[src/rtl/core_pkg.sv]
// Shared RV32I/RV32IM decode definitions: opcodes, select encodings and the
// control bundle carried from decode to execute.
package core_pkg;

    localparam logic [6:0] OP_R      = 7'b0110011;
    localparam logic [6:0] OP_I      = 7'b0010011;
    localparam logic [6:0] OP_LOAD   = 7'b0000011;
    localparam logic [6:0] OP_STORE  = 7'b0100011;
    localparam logic [6:0] OP_BRANCH = 7'b1100011;
    localparam logic [6:0] OP_JAL    = 7'b1101111;
    localparam logic [6:0] OP_JALR   = 7'b1100111;
    localparam logic [6:0] OP_LUI    = 7'b0110111;
    localparam logic [6:0] OP_AUIPC  = 7'b0010111;

    localparam logic [6:0] F7_BASE   = 7'b0000000;
    localparam logic [6:0] F7_ALT    = 7'b0100000;
    localparam logic [6:0] F7_MULDIV = 7'b0000001;

    localparam logic [2:0] IMM_I     = 3'b000;
    localparam logic [2:0] IMM_S     = 3'b001;
    localparam logic [2:0] IMM_B     = 3'b010;
    localparam logic [2:0] IMM_J     = 3'b011;
    localparam logic [2:0] IMM_U     = 3'b100;
    localparam logic [2:0] IMM_SHAMT = 3'b101;

    // Next-pc select; conditional branches keep PCS_PLUS4 and use the branch flag.
    localparam logic [1:0] PCS_PLUS4 = 2'd0;
    localparam logic [1:0] PCS_JAL   = 2'd1;
    localparam logic [1:0] PCS_JALR  = 2'd2;

    localparam logic [1:0] RD_ALU    = 2'd0;
    localparam logic [1:0] RD_PC4    = 2'd1;
    localparam logic [1:0] RD_PCIMM  = 2'd2;
    localparam logic [1:0] RD_IMM    = 2'd3;

    typedef struct packed {
        logic       reg_write;
        logic       alu_src;
        logic       alu_op;
        logic       alu_add;
        logic       mem_write;
        logic       mem_read;
        logic       result_src;
        logic       branch;
        logic       is_muldiv;
        logic       illegal;
        logic [2:0] imm_src;
        logic [1:0] pc_to_rd;
        logic [1:0] pc_src;
    } ctrl_t;

    typedef enum logic [1:0] {
        BUF_EMPTY = 2'd0,
        BUF_ONE   = 2'd1,
        BUF_FULL  = 2'd2
    } buf_state_t;

endpackage

[src/rtl/decode_stage_if.sv]
// Fetch-side input and execute-side output bundle of the decode stage.
interface decode_stage_if #(parameter int XLEN = 32);
    // Both sides use strict valid/ready: a word moves on a cycle where valid and
    // ready are both high; valid never waits for ready, and payload stays stable
    // while valid is high and ready is low.
    logic            in_valid;
    logic            in_ready;
    logic [31:0]     in_instr;
    logic [XLEN-1:0] in_pc;

    logic            out_valid;
    logic            out_ready;
    logic [XLEN-1:0] out_pc;
    logic [XLEN-1:0] out_imm;
    logic [4:0]      out_rd;
    logic [4:0]      out_rs1;
    logic [4:0]      out_rs2;
    logic [2:0]      out_funct3;
    logic            out_reg_write;
    logic            out_alu_src;
    logic            out_alu_op;
    logic            out_alu_add;
    logic            out_mem_write;
    logic            out_mem_read;
    logic            out_result_src;
    logic            out_branch;
    logic            out_is_muldiv;
    logic            out_illegal;
    logic [2:0]      out_imm_src;
    logic [1:0]      out_pc_to_rd;
    logic [1:0]      out_pc_src;

    modport slave (
        input  in_valid, in_instr, in_pc, out_ready,
        output in_ready, out_valid, out_pc, out_imm, out_rd, out_rs1, out_rs2,
               out_funct3, out_reg_write, out_alu_src, out_alu_op, out_alu_add,
               out_mem_write, out_mem_read, out_result_src, out_branch,
               out_is_muldiv, out_illegal, out_imm_src, out_pc_to_rd, out_pc_src
    );

    modport master (
        output in_valid, in_instr, in_pc, out_ready,
        input  in_ready, out_valid, out_pc, out_imm, out_rd, out_rs1, out_rs2,
               out_funct3, out_reg_write, out_alu_src, out_alu_op, out_alu_add,
               out_mem_write, out_mem_read, out_result_src, out_branch,
               out_is_muldiv, out_illegal, out_imm_src, out_pc_to_rd, out_pc_src
    );
endinterface

[src/rtl/decode_logic.sv]
// Combinational RV32I(M) main decoder: instruction word to control bundle,
// sign-extended immediate and illegal flag.
module decode_logic
    import core_pkg::*;
#(
    parameter int XLEN     = 32,
    parameter bit ENABLE_M = 1'b1
) (
    input  logic [31:0]     instr,
    output ctrl_t           ctrl,
    output logic [XLEN-1:0] imm
);

    logic [6:0]  opcode;
    logic [6:0]  funct7;
    logic [2:0]  funct3;
    logic        bad;
    logic [31:0] imm32;

    assign opcode = instr[6:0];
    assign funct7 = instr[31:25];
    assign funct3 = instr[14:12];

    always_comb begin
        ctrl = '0;
        bad  = 1'b0;
        case (opcode)
            OP_R: begin
                ctrl.reg_write = 1'b1;
                ctrl.alu_op    = 1'b1;
                if (funct7 == F7_ALT)
                    bad = !(funct3 == 3'b000 || funct3 == 3'b101);
                else if (funct7 == F7_MULDIV && ENABLE_M)
                    ctrl.is_muldiv = 1'b1;
                else if (funct7 != F7_BASE)
                    bad = 1'b1;
            end
            OP_I: begin
                ctrl.reg_write = 1'b1;
                ctrl.alu_src   = 1'b1;
                ctrl.alu_op    = 1'b1;
                if (funct3 == 3'b001) begin
                    ctrl.imm_src = IMM_SHAMT;
                    bad          = funct7 != F7_BASE;
                end else if (funct3 == 3'b101) begin
                    ctrl.imm_src = IMM_SHAMT;
                    bad          = !(funct7 == F7_BASE || funct7 == F7_ALT);
                end
            end
            OP_LOAD: begin
                ctrl.reg_write  = 1'b1;
                ctrl.alu_src    = 1'b1;
                ctrl.alu_add    = 1'b1;
                ctrl.mem_read   = 1'b1;
                ctrl.result_src = 1'b1;
                bad = funct3 inside {3'b011, 3'b110, 3'b111};
            end
            OP_STORE: begin
                ctrl.alu_src   = 1'b1;
                ctrl.alu_add   = 1'b1;
                ctrl.mem_write = 1'b1;
                ctrl.imm_src   = IMM_S;
                bad = funct3 > 3'b010;
            end
            OP_BRANCH: begin
                ctrl.branch  = 1'b1;
                ctrl.imm_src = IMM_B;
                bad = funct3 inside {3'b010, 3'b011};
            end
            OP_JAL: begin
                ctrl.reg_write = 1'b1;
                ctrl.imm_src   = IMM_J;
                ctrl.pc_to_rd  = RD_PC4;
                ctrl.pc_src    = PCS_JAL;
            end
            OP_JALR: begin
                ctrl.reg_write = 1'b1;
                ctrl.alu_src   = 1'b1;
                ctrl.alu_add   = 1'b1;
                ctrl.pc_to_rd  = RD_PC4;
                ctrl.pc_src    = PCS_JALR;
                bad = funct3 != 3'b000;
            end
            OP_LUI: begin
                ctrl.reg_write = 1'b1;
                ctrl.alu_src   = 1'b1;
                ctrl.imm_src   = IMM_U;
                ctrl.pc_to_rd  = RD_IMM;
            end
            OP_AUIPC: begin
                ctrl.reg_write = 1'b1;
                ctrl.alu_src   = 1'b1;
                ctrl.imm_src   = IMM_U;
                ctrl.pc_to_rd  = RD_PCIMM;
            end
            default: bad = 1'b1;
        endcase
        if (instr[1:0] != 2'b11)
            bad = 1'b1;
        // Illegal words still travel downstream, but with no architectural side effect.
        if (bad) begin
            ctrl.reg_write = 1'b0;
            ctrl.mem_write = 1'b0;
            ctrl.mem_read  = 1'b0;
            ctrl.branch    = 1'b0;
            ctrl.pc_src    = PCS_PLUS4;
        end
        ctrl.illegal = bad;
    end

    always_comb begin
        case (ctrl.imm_src)
            IMM_S:     imm32 = {{20{instr[31]}}, instr[31:25], instr[11:7]};
            IMM_B:     imm32 = {{20{instr[31]}}, instr[7], instr[30:25], instr[11:8], 1'b0};
            IMM_J:     imm32 = {{12{instr[31]}}, instr[19:12], instr[20], instr[30:21], 1'b0};
            IMM_U:     imm32 = {instr[31:12], 12'b0};
            IMM_SHAMT: imm32 = {27'b0, instr[24:20]};
            default:   imm32 = {{20{instr[31]}}, instr[31:20]};
        endcase
    end

    assign imm = {{(XLEN-31){imm32[31]}}, imm32[30:0]};

endmodule

[src/rtl/decode_stage.sv]
// Registered decode stage: decoder feeding a two-entry skid buffer (M drives the
// output, S catches the word accepted while M is stalled) plus an illegal counter.
module decode_stage
    import core_pkg::*;
#(
    parameter int XLEN     = 32,
    parameter bit ENABLE_M = 1'b1,
    parameter int CNT_W    = 16
) (
    input  logic             clk,
    input  logic             rst,
    input  logic             flush,
    decode_stage_if.slave    bus,
    output logic [CNT_W-1:0] illegal_count,
    output buf_state_t       dbg_state
);

    typedef struct packed {
        logic            valid;
        logic [XLEN-1:0] pc;
        logic [XLEN-1:0] imm;
        logic [4:0]      rd;
        logic [4:0]      rs1;
        logic [4:0]      rs2;
        logic [2:0]      funct3;
        ctrl_t           ctrl;
    } entry_t;

    ctrl_t            dec_ctrl;
    logic [XLEN-1:0]  dec_imm;
    entry_t           in_entry, m_q, m_d, s_q, s_d;
    logic             in_ready_q, in_ready_d;
    logic [CNT_W-1:0] cnt_q, cnt_d;
    buf_state_t       state_q, state_d;
    logic             accept, consume;

    decode_logic #(.XLEN(XLEN), .ENABLE_M(ENABLE_M)) u_decode (
        .instr (bus.in_instr),
        .ctrl  (dec_ctrl),
        .imm   (dec_imm)
    );

    always_comb begin
        in_entry        = '0;
        in_entry.valid  = 1'b1;
        in_entry.pc     = bus.in_pc;
        in_entry.imm    = dec_imm;
        in_entry.rd     = bus.in_instr[11:7];
        in_entry.rs1    = bus.in_instr[19:15];
        in_entry.rs2    = bus.in_instr[24:20];
        in_entry.funct3 = bus.in_instr[14:12];
        in_entry.ctrl   = dec_ctrl;
    end

    // in_ready_q mirrors !S.valid, so an accept never finds both entries occupied.
    assign accept  = bus.in_valid & in_ready_q & ~flush;
    assign consume = m_q.valid & bus.out_ready & ~flush;

    always_comb begin
        m_d   = m_q;
        s_d   = s_q;
        cnt_d = cnt_q;
        if (flush) begin
            m_d.valid = 1'b0;
            s_d.valid = 1'b0;
        end else begin
            if (consume) begin
                if (s_q.valid) begin
                    m_d       = s_q;
                    s_d.valid = 1'b0;
                end else if (accept) begin
                    m_d = in_entry;
                end else begin
                    m_d.valid = 1'b0;
                end
            end else if (accept) begin
                if (m_q.valid) s_d = in_entry;
                else           m_d = in_entry;
            end
            if (accept && dec_ctrl.illegal && cnt_q != '1)
                cnt_d = cnt_q + CNT_W'(1);
        end
        in_ready_d = ~s_d.valid;
        state_d    = s_d.valid ? BUF_FULL : (m_d.valid ? BUF_ONE : BUF_EMPTY);
    end

    always_ff @(posedge clk) begin
        if (rst) begin
            m_q        <= '0;
            s_q        <= '0;
            in_ready_q <= 1'b0;
            cnt_q      <= '0;
            state_q    <= BUF_EMPTY;
        end else begin
            m_q        <= m_d;
            s_q        <= s_d;
            in_ready_q <= in_ready_d;
            cnt_q      <= cnt_d;
            state_q    <= state_d;
        end
    end

    assign bus.in_ready       = in_ready_q & ~flush;
    assign bus.out_valid      = m_q.valid;
    assign bus.out_pc         = m_q.pc;
    assign bus.out_imm        = m_q.imm;
    assign bus.out_rd         = m_q.rd;
    assign bus.out_rs1        = m_q.rs1;
    assign bus.out_rs2        = m_q.rs2;
    assign bus.out_funct3     = m_q.funct3;
    assign bus.out_reg_write  = m_q.ctrl.reg_write;
    assign bus.out_alu_src    = m_q.ctrl.alu_src;
    assign bus.out_alu_op     = m_q.ctrl.alu_op;
    assign bus.out_alu_add    = m_q.ctrl.alu_add;
    assign bus.out_mem_write  = m_q.ctrl.mem_write;
    assign bus.out_mem_read   = m_q.ctrl.mem_read;
    assign bus.out_result_src = m_q.ctrl.result_src;
    assign bus.out_branch     = m_q.ctrl.branch;
    assign bus.out_is_muldiv  = m_q.ctrl.is_muldiv;
    assign bus.out_illegal    = m_q.ctrl.illegal;
    assign bus.out_imm_src    = m_q.ctrl.imm_src;
    assign bus.out_pc_to_rd   = m_q.ctrl.pc_to_rd;
    assign bus.out_pc_src     = m_q.ctrl.pc_src;
    assign illegal_count      = cnt_q;
    assign dbg_state          = state_q;

endmodule

[src/flat_wrapper.sv]
// flat-port wrapper written by rule: the top's interface ports become plain ports
module decode_stage_flat import core_pkg::*;
#(
    parameter int XLEN     = 32,
    parameter bit ENABLE_M = 1'b1,
    parameter int CNT_W    = 16
)
  (clk, rst, flush, illegal_count, dbg_state, bus_in_valid, bus_in_instr, bus_in_pc, bus_out_ready, bus_in_ready, bus_out_valid, bus_out_pc, bus_out_imm, bus_out_rd, bus_out_rs1, bus_out_rs2, bus_out_funct3, bus_out_reg_write, bus_out_alu_src, bus_out_alu_op, bus_out_alu_add, bus_out_mem_write, bus_out_mem_read, bus_out_result_src, bus_out_branch, bus_out_is_muldiv, bus_out_illegal, bus_out_imm_src, bus_out_pc_to_rd, bus_out_pc_src);
  decode_stage_if #(.XLEN(XLEN)) bus_i ();
  input  logic clk;
  input  logic rst;
  input  logic flush;
  output logic [CNT_W-1:0] illegal_count;
  output buf_state_t dbg_state;
  input wire logic [$bits(bus_i.in_valid)-1:0] bus_in_valid;
  input wire logic [$bits(bus_i.in_instr)-1:0] bus_in_instr;
  input wire logic [$bits(bus_i.in_pc)-1:0] bus_in_pc;
  input wire logic [$bits(bus_i.out_ready)-1:0] bus_out_ready;
  output wire logic [$bits(bus_i.in_ready)-1:0] bus_in_ready;
  output wire logic [$bits(bus_i.out_valid)-1:0] bus_out_valid;
  output wire logic [$bits(bus_i.out_pc)-1:0] bus_out_pc;
  output wire logic [$bits(bus_i.out_imm)-1:0] bus_out_imm;
  output wire logic [$bits(bus_i.out_rd)-1:0] bus_out_rd;
  output wire logic [$bits(bus_i.out_rs1)-1:0] bus_out_rs1;
  output wire logic [$bits(bus_i.out_rs2)-1:0] bus_out_rs2;
  output wire logic [$bits(bus_i.out_funct3)-1:0] bus_out_funct3;
  output wire logic [$bits(bus_i.out_reg_write)-1:0] bus_out_reg_write;
  output wire logic [$bits(bus_i.out_alu_src)-1:0] bus_out_alu_src;
  output wire logic [$bits(bus_i.out_alu_op)-1:0] bus_out_alu_op;
  output wire logic [$bits(bus_i.out_alu_add)-1:0] bus_out_alu_add;
  output wire logic [$bits(bus_i.out_mem_write)-1:0] bus_out_mem_write;
  output wire logic [$bits(bus_i.out_mem_read)-1:0] bus_out_mem_read;
  output wire logic [$bits(bus_i.out_result_src)-1:0] bus_out_result_src;
  output wire logic [$bits(bus_i.out_branch)-1:0] bus_out_branch;
  output wire logic [$bits(bus_i.out_is_muldiv)-1:0] bus_out_is_muldiv;
  output wire logic [$bits(bus_i.out_illegal)-1:0] bus_out_illegal;
  output wire logic [$bits(bus_i.out_imm_src)-1:0] bus_out_imm_src;
  output wire logic [$bits(bus_i.out_pc_to_rd)-1:0] bus_out_pc_to_rd;
  output wire logic [$bits(bus_i.out_pc_src)-1:0] bus_out_pc_src;
  assign bus_i.in_valid = bus_in_valid;
  assign bus_i.in_instr = bus_in_instr;
  assign bus_i.in_pc = bus_in_pc;
  assign bus_i.out_ready = bus_out_ready;
  assign bus_in_ready = bus_i.in_ready;
  assign bus_out_valid = bus_i.out_valid;
  assign bus_out_pc = bus_i.out_pc;
  assign bus_out_imm = bus_i.out_imm;
  assign bus_out_rd = bus_i.out_rd;
  assign bus_out_rs1 = bus_i.out_rs1;
  assign bus_out_rs2 = bus_i.out_rs2;
  assign bus_out_funct3 = bus_i.out_funct3;
  assign bus_out_reg_write = bus_i.out_reg_write;
  assign bus_out_alu_src = bus_i.out_alu_src;
  assign bus_out_alu_op = bus_i.out_alu_op;
  assign bus_out_alu_add = bus_i.out_alu_add;
  assign bus_out_mem_write = bus_i.out_mem_write;
  assign bus_out_mem_read = bus_i.out_mem_read;
  assign bus_out_result_src = bus_i.out_result_src;
  assign bus_out_branch = bus_i.out_branch;
  assign bus_out_is_muldiv = bus_i.out_is_muldiv;
  assign bus_out_illegal = bus_i.out_illegal;
  assign bus_out_imm_src = bus_i.out_imm_src;
  assign bus_out_pc_to_rd = bus_i.out_pc_to_rd;
  assign bus_out_pc_src = bus_i.out_pc_src;
  decode_stage #(.XLEN(XLEN), .ENABLE_M(ENABLE_M), .CNT_W(CNT_W)) u_core (.clk(clk), .rst(rst), .flush(flush), .bus(bus_i), .illegal_count(illegal_count), .dbg_state(dbg_state));
endmodule
[config.mk]
export PLATFORM = sky130hd
export DESIGN_NAME = decode_stage_flat
export DESIGN_NICKNAME = d
export VERILOG_FILES = /design/src/rtl/core_pkg.sv /design/src/rtl/decode_stage_if.sv /design/src/rtl/decode_logic.sv /design/src/rtl/decode_stage.sv /design/src/flat_wrapper.sv
export SDC_FILE = /design/constraint.sdc
export NUM_CORES = 1
export LEC_CHECK = 0
export ABC_CLOCK_PERIOD_IN_PS = 2300
export CORE_ASPECT_RATIO = 0.5
export CORE_UTILIZATION = 45
export DETAILED_ROUTE_END_ITERATION = 8
export PLACE_DENSITY = 0.83
export SYNTH_ARGS = -nofsm -noshare
export SYNTH_HDL_FRONTEND = slang
export SYNTH_HIERARCHICAL = 1
export SYNTH_SLANG_ARGS = --single-unit
[constraint.sdc]
create_clock -name clk -period 2.3 [get_ports clk]
set_input_delay 0.23 -clock clk [delete_from_list [all_inputs] [get_ports clk]]
set_output_delay 0.23 -clock clk [all_outputs]
set_load 0.02 [all_outputs]
==> summary.md <==
| Metric | Value |
|---|---|
| #FFs+latches synth | `218` |
| Min-Delay Endpoint | `u_core/s_q[18]` |
| Fin. Hold Viols | `0` |
| Initial core utilization | `46.06%` |
| Global route total overflow | `0` |
| Total of max-cap violations | `0` |
| Status | `finished clean` |
| Slew Limit Fails | `0` |
| Ranking of synthesized cells by area | `dfxtp_1 (46%), nand2_1 (8.5%), a211oi_1 (7.6%)` |
| RSZ-0062 raised after global routing | `yes` |
| Drt drc | `0` |
| P per Cell Area | `678.1 mW/mm^2` |
| Gp weighted congestion | `0.9317` |
| # H-tree levels | `1` |
| Mapped Area | `0.009509 mm^2` |
| Post-DP HPWL | `18990 um` |
| Flop pwr share | `44.5%` |
| Area of the multi-input gates | `0.004778 mm^2` |
| Worst R2R End | `u_core/bus.out_rs1[0]` |
| DIE WIDTH | `207.6 um` |
| Final worst path period share | `96.37%` |
| WL final | `28830 um` |
| Clk Latency, worst-skew pair | `0.51 ns` |
| Synth top area share | `45.89%` |
| CTS Buf Count | `21` |
| Post-CTS Hold Buffers | `0` |
| Worst r2r src | `u_core/bus.out_valid` |
| Register area share after synthesis | `45.89%` |
| Syn_area_per_cell | `8.453 um^2` |
| Worst setup SP type | `input port` |
| Most frequent cells in the layout | `dfxtp_1 (218), nand2_1 (216), clkdlybuf4s50_1 (178)` |
| Clock skew | `0.01215 ns` |
| Clk pwr share | `43.5%` |
| Net switching power | `2127 uW` |
| Vias in the first global route | `8775` |
| R2R cell count | `6` |
| Worst-Margin Slew | `0.5158 ns` |
| Nets | `1389` |
| Post-DRT Antenna Nets | `0` |
| Hold Crit Class | `input port to flop` |
| Vias per cell | `5.850` |
| CP arrival | `2.65 ns` |
| Synth area leader | `dfxtp_1` |
| I/O Buffers | `187` |
| Rel. slew slack | `65.61%` |
| ANT cells | `0` |
| First-pass GRT wire length | `45660 um` |
| Pin count of the biggest net entering global routing | `93` |
| Crit Path Class | `input port to flop` |
| Yosys cell types | `66` |
| Worst slack at placement | `-0.6677 ns` |
| Worst setup margin | `0.08345 ns` |
| Synth Flop Type | `dfxtp_1` |
| Routed length per instance | `17.96 um` |
| Register area | `0.004364 mm^2` |
| Die Ht | `104.8 um` |
| Clock root buffer | `clkbuf_16` |
| Fraction of layout cells with a size suffix above 1 | `11.94%` |
| CTS Buffer Depth | `3` |
| Critical path endpoint category | `flop` |
| Clock transition at the registers of the reported paths | `0.07 ns` |
| Switching power share of the total | `24.13%` |
| Clock sink count | `218` |
| Die area | `0.02175 mm^2` |
| Period minus WS final | `2.217 ns` |
| Fraction of registers with async set/reset | `0%` |
| TritonCTS clock tree | `yes` |
| Combinational Power Share | `11.9%` |
| Hold Crit Start | `bus_in_instr[13]` |
| Synth Instances | `1125` |
| FILL cells | `1696` |
| Initial antenna violation count | `0` |
| I/O pin count | `188` |
| Fmax | `451.2 MHz` |
| Core footprint | `0.02065 mm^2` |
| DR iter-0 viols | `816` |
| R2r setup slk | `0.33 ns` |
| Static Leak | `0.004356 uW` |
| Peak VDD IR | `0.0005762 V` |
| Area Growth Syn to Fin | `36.66%` |
| Maximum fanout along the worst path | `7` |
| GRT Overall Usage | `25.76%` |
| Required time of the critical path | `2.73 ns` |
| Internal power | `6686 uW` |
| Synth warn | `6` |
| Worst hold stages | `4` |
| Final setup vio count | `0` |
| Util after Layout | `62.94%` |
| Commonest non-fill, non-tap cell in the layout | `dfxtp_1` |
| Total nets after synthesis | `1195` |
| Post-synth EDFFs | `0` |
| Pre-antenna DRT Iters | `6` |
| Vias | `9390` |
| Row cnt | `37` |
[cell usage after synthesis, types with 2 or more instances]
library cell / count
dfxtp_1: 218
nand2_1: 216
nor2_1: 114
a21oi_1: 111
a211oi_1: 96
a32oi_1: 70
clkbuf_1: 63
buf_2: 32
mux2i_1: 32
a21o_1: 19
o21ai_0: 11
and2_1: 10
nand3_1: 9
nor2b_1: 8
a211oi_2: 7
inv_1: 7
buf_4: 6
nor3_1: 6
o31ai_1: 6
and3_1: 5
mux2_2: 5
nand2b_1: 5
a22o_1: 4
and4_1: 4
or4_1: 4
a31oi_1: 3
nand3b_1: 3
nand4_1: 3
nor4_1: 3
o211ai_1: 3
and4b_1: 2
buf_1: 2
nand4b_1: 2
o21bai_1: 2
o311a_1: 2
or3_1: 2
[metal layers]
metal  part of all wire (%)  up-vias  track usage (%)  wire length [um]
met2                     47      368            42.50             13480
met1                     44     4487            34.00             12680
met3                    6.7       63            5.080              1936
met4                    2.5        0            7.996               726
met5                      0        -                0                 0
li1                       -     4472                -                 -
[timing repair]
item	in CTS	in global routing
pin swaps	4	10
buffers inserted	1	4
hold endpoints to repair	0	0
gates resized for setup	8	14
setup endpoints to repair	14	13
[final cells by class]
class	instances	area share, %
Multi-Input combinational cell	795	36.77
Sequential cell	218	33.58
Timing Repair Buffer	274	20.98
Clock buffer	27	4.448
Tap cell	273	2.629
Clock inverter	9	1.329
Inverter	9	0.2600
[worst max-delay path, cell delays in order]
cell and delay [ns]:
clkdlybuf4s50_1 0.44, buf_6 0.16, nand3b_1 0.20, o311ai_4 0.12, a31oi_2 0.15, nand4_1 0.17
and4b_1 0.24, buf_4 0.15, nand4_1 0.17, or4_1 0.45, a21oi_1 0.15
[kinds of logic after synthesis]
kind of cell             Yosys count  synth area share, %
buffers and inverters            112                5.079
multiplexers                      37                3.961
AND/OR/NAND/NOR                  409                19.08
XOR/XNOR                           1              0.09212
AO/OA/AOI/OAI                    347                25.76
flip-flops                       218                45.89
adder cells (fa/ha/maj)            1               0.1316
[how the worst max path moves through the flow]
| stage | startpoint | end | slack [ns] | cells after the start |
|---|---|---|---|---|
| after CTS | bus_in_instr[12] | u_core/illegal_count[15] | 0.02 | 11 |
| final | bus_in_instr[6] | u_core/illegal_count[12] | 0.08 | 11 |
| after global placement | bus_in_instr[14] | u_core/illegal_count[15] | -0.58 | 10 |
| after detailed placement | bus_in_instr[14] | u_core/illegal_count[11] | -0.67 | 9 |
| after global routing | bus_in_instr[5] | u_core/illegal_count[12] | -0.01 | 12 |
| after floorplan | bus_in_instr[2] | u_core/illegal_count[11] | 0.01 | 11 |
[per-stage QoR]
stage	hold slack (ns)	cell area, um^2	instances	power, uW	TNS [ns]
4_1_cts	0.1497	12900	1601	8853	0
5_1_grt	0.1670	13000	1605	9095	-0.01121
3_3_place_gp	0.4410	12120	1564	5014	-7.996
3_5_place_dp	0.4459	12120	1564	5033	-9.622
6_report	0.1595	13000	1605	8812	0
2_1_floorplan	0.3660	9527	1125	4502	0
[sequential cells by signal, summed over array words and instances, names as in the netlist]
register and count:
u_core/dbg_state 1, u_core/bus.out_alu_src 1, u_core/in_ready_q 1, u_core/bus.out_mem_write 1, u_core/bus.out_is_muldiv 1, u_core/bus.out_imm_src 3, u_core/bus.out_pc_src 2, u_core/bus.out_alu_add 1
u_core/bus.out_pc 32, u_core/bus.out_rd 5, u_core/bus.out_illegal 1, u_core/bus.out_funct3 3, u_core/bus.out_reg_write 1, u_core/bus.out_mem_read 1, u_core/bus.out_result_src 1, u_core/bus.out_alu_op 1
u_core/s_q 100, u_core/bus.out_rs1 5, u_core/bus.out_branch 1, u_core/illegal_count 16, u_core/bus.out_valid 1, u_core/bus.out_rs2 5, u_core/bus.out_imm 32, u_core/bus.out_pc_to_rd 2
[power by group through the flow]
stage                     clock (uW)  combinational, uW  sequential, uW
final                           3840               1050            3920
after global routing            4050               1110            3930
after CTS                       3900               1030            3930
after detailed placement           0               1020            4010
after global placement             0               1010            4010
after floorplan                    0                388            4110
No activity file was read; power rests on OpenSTA's default activity.
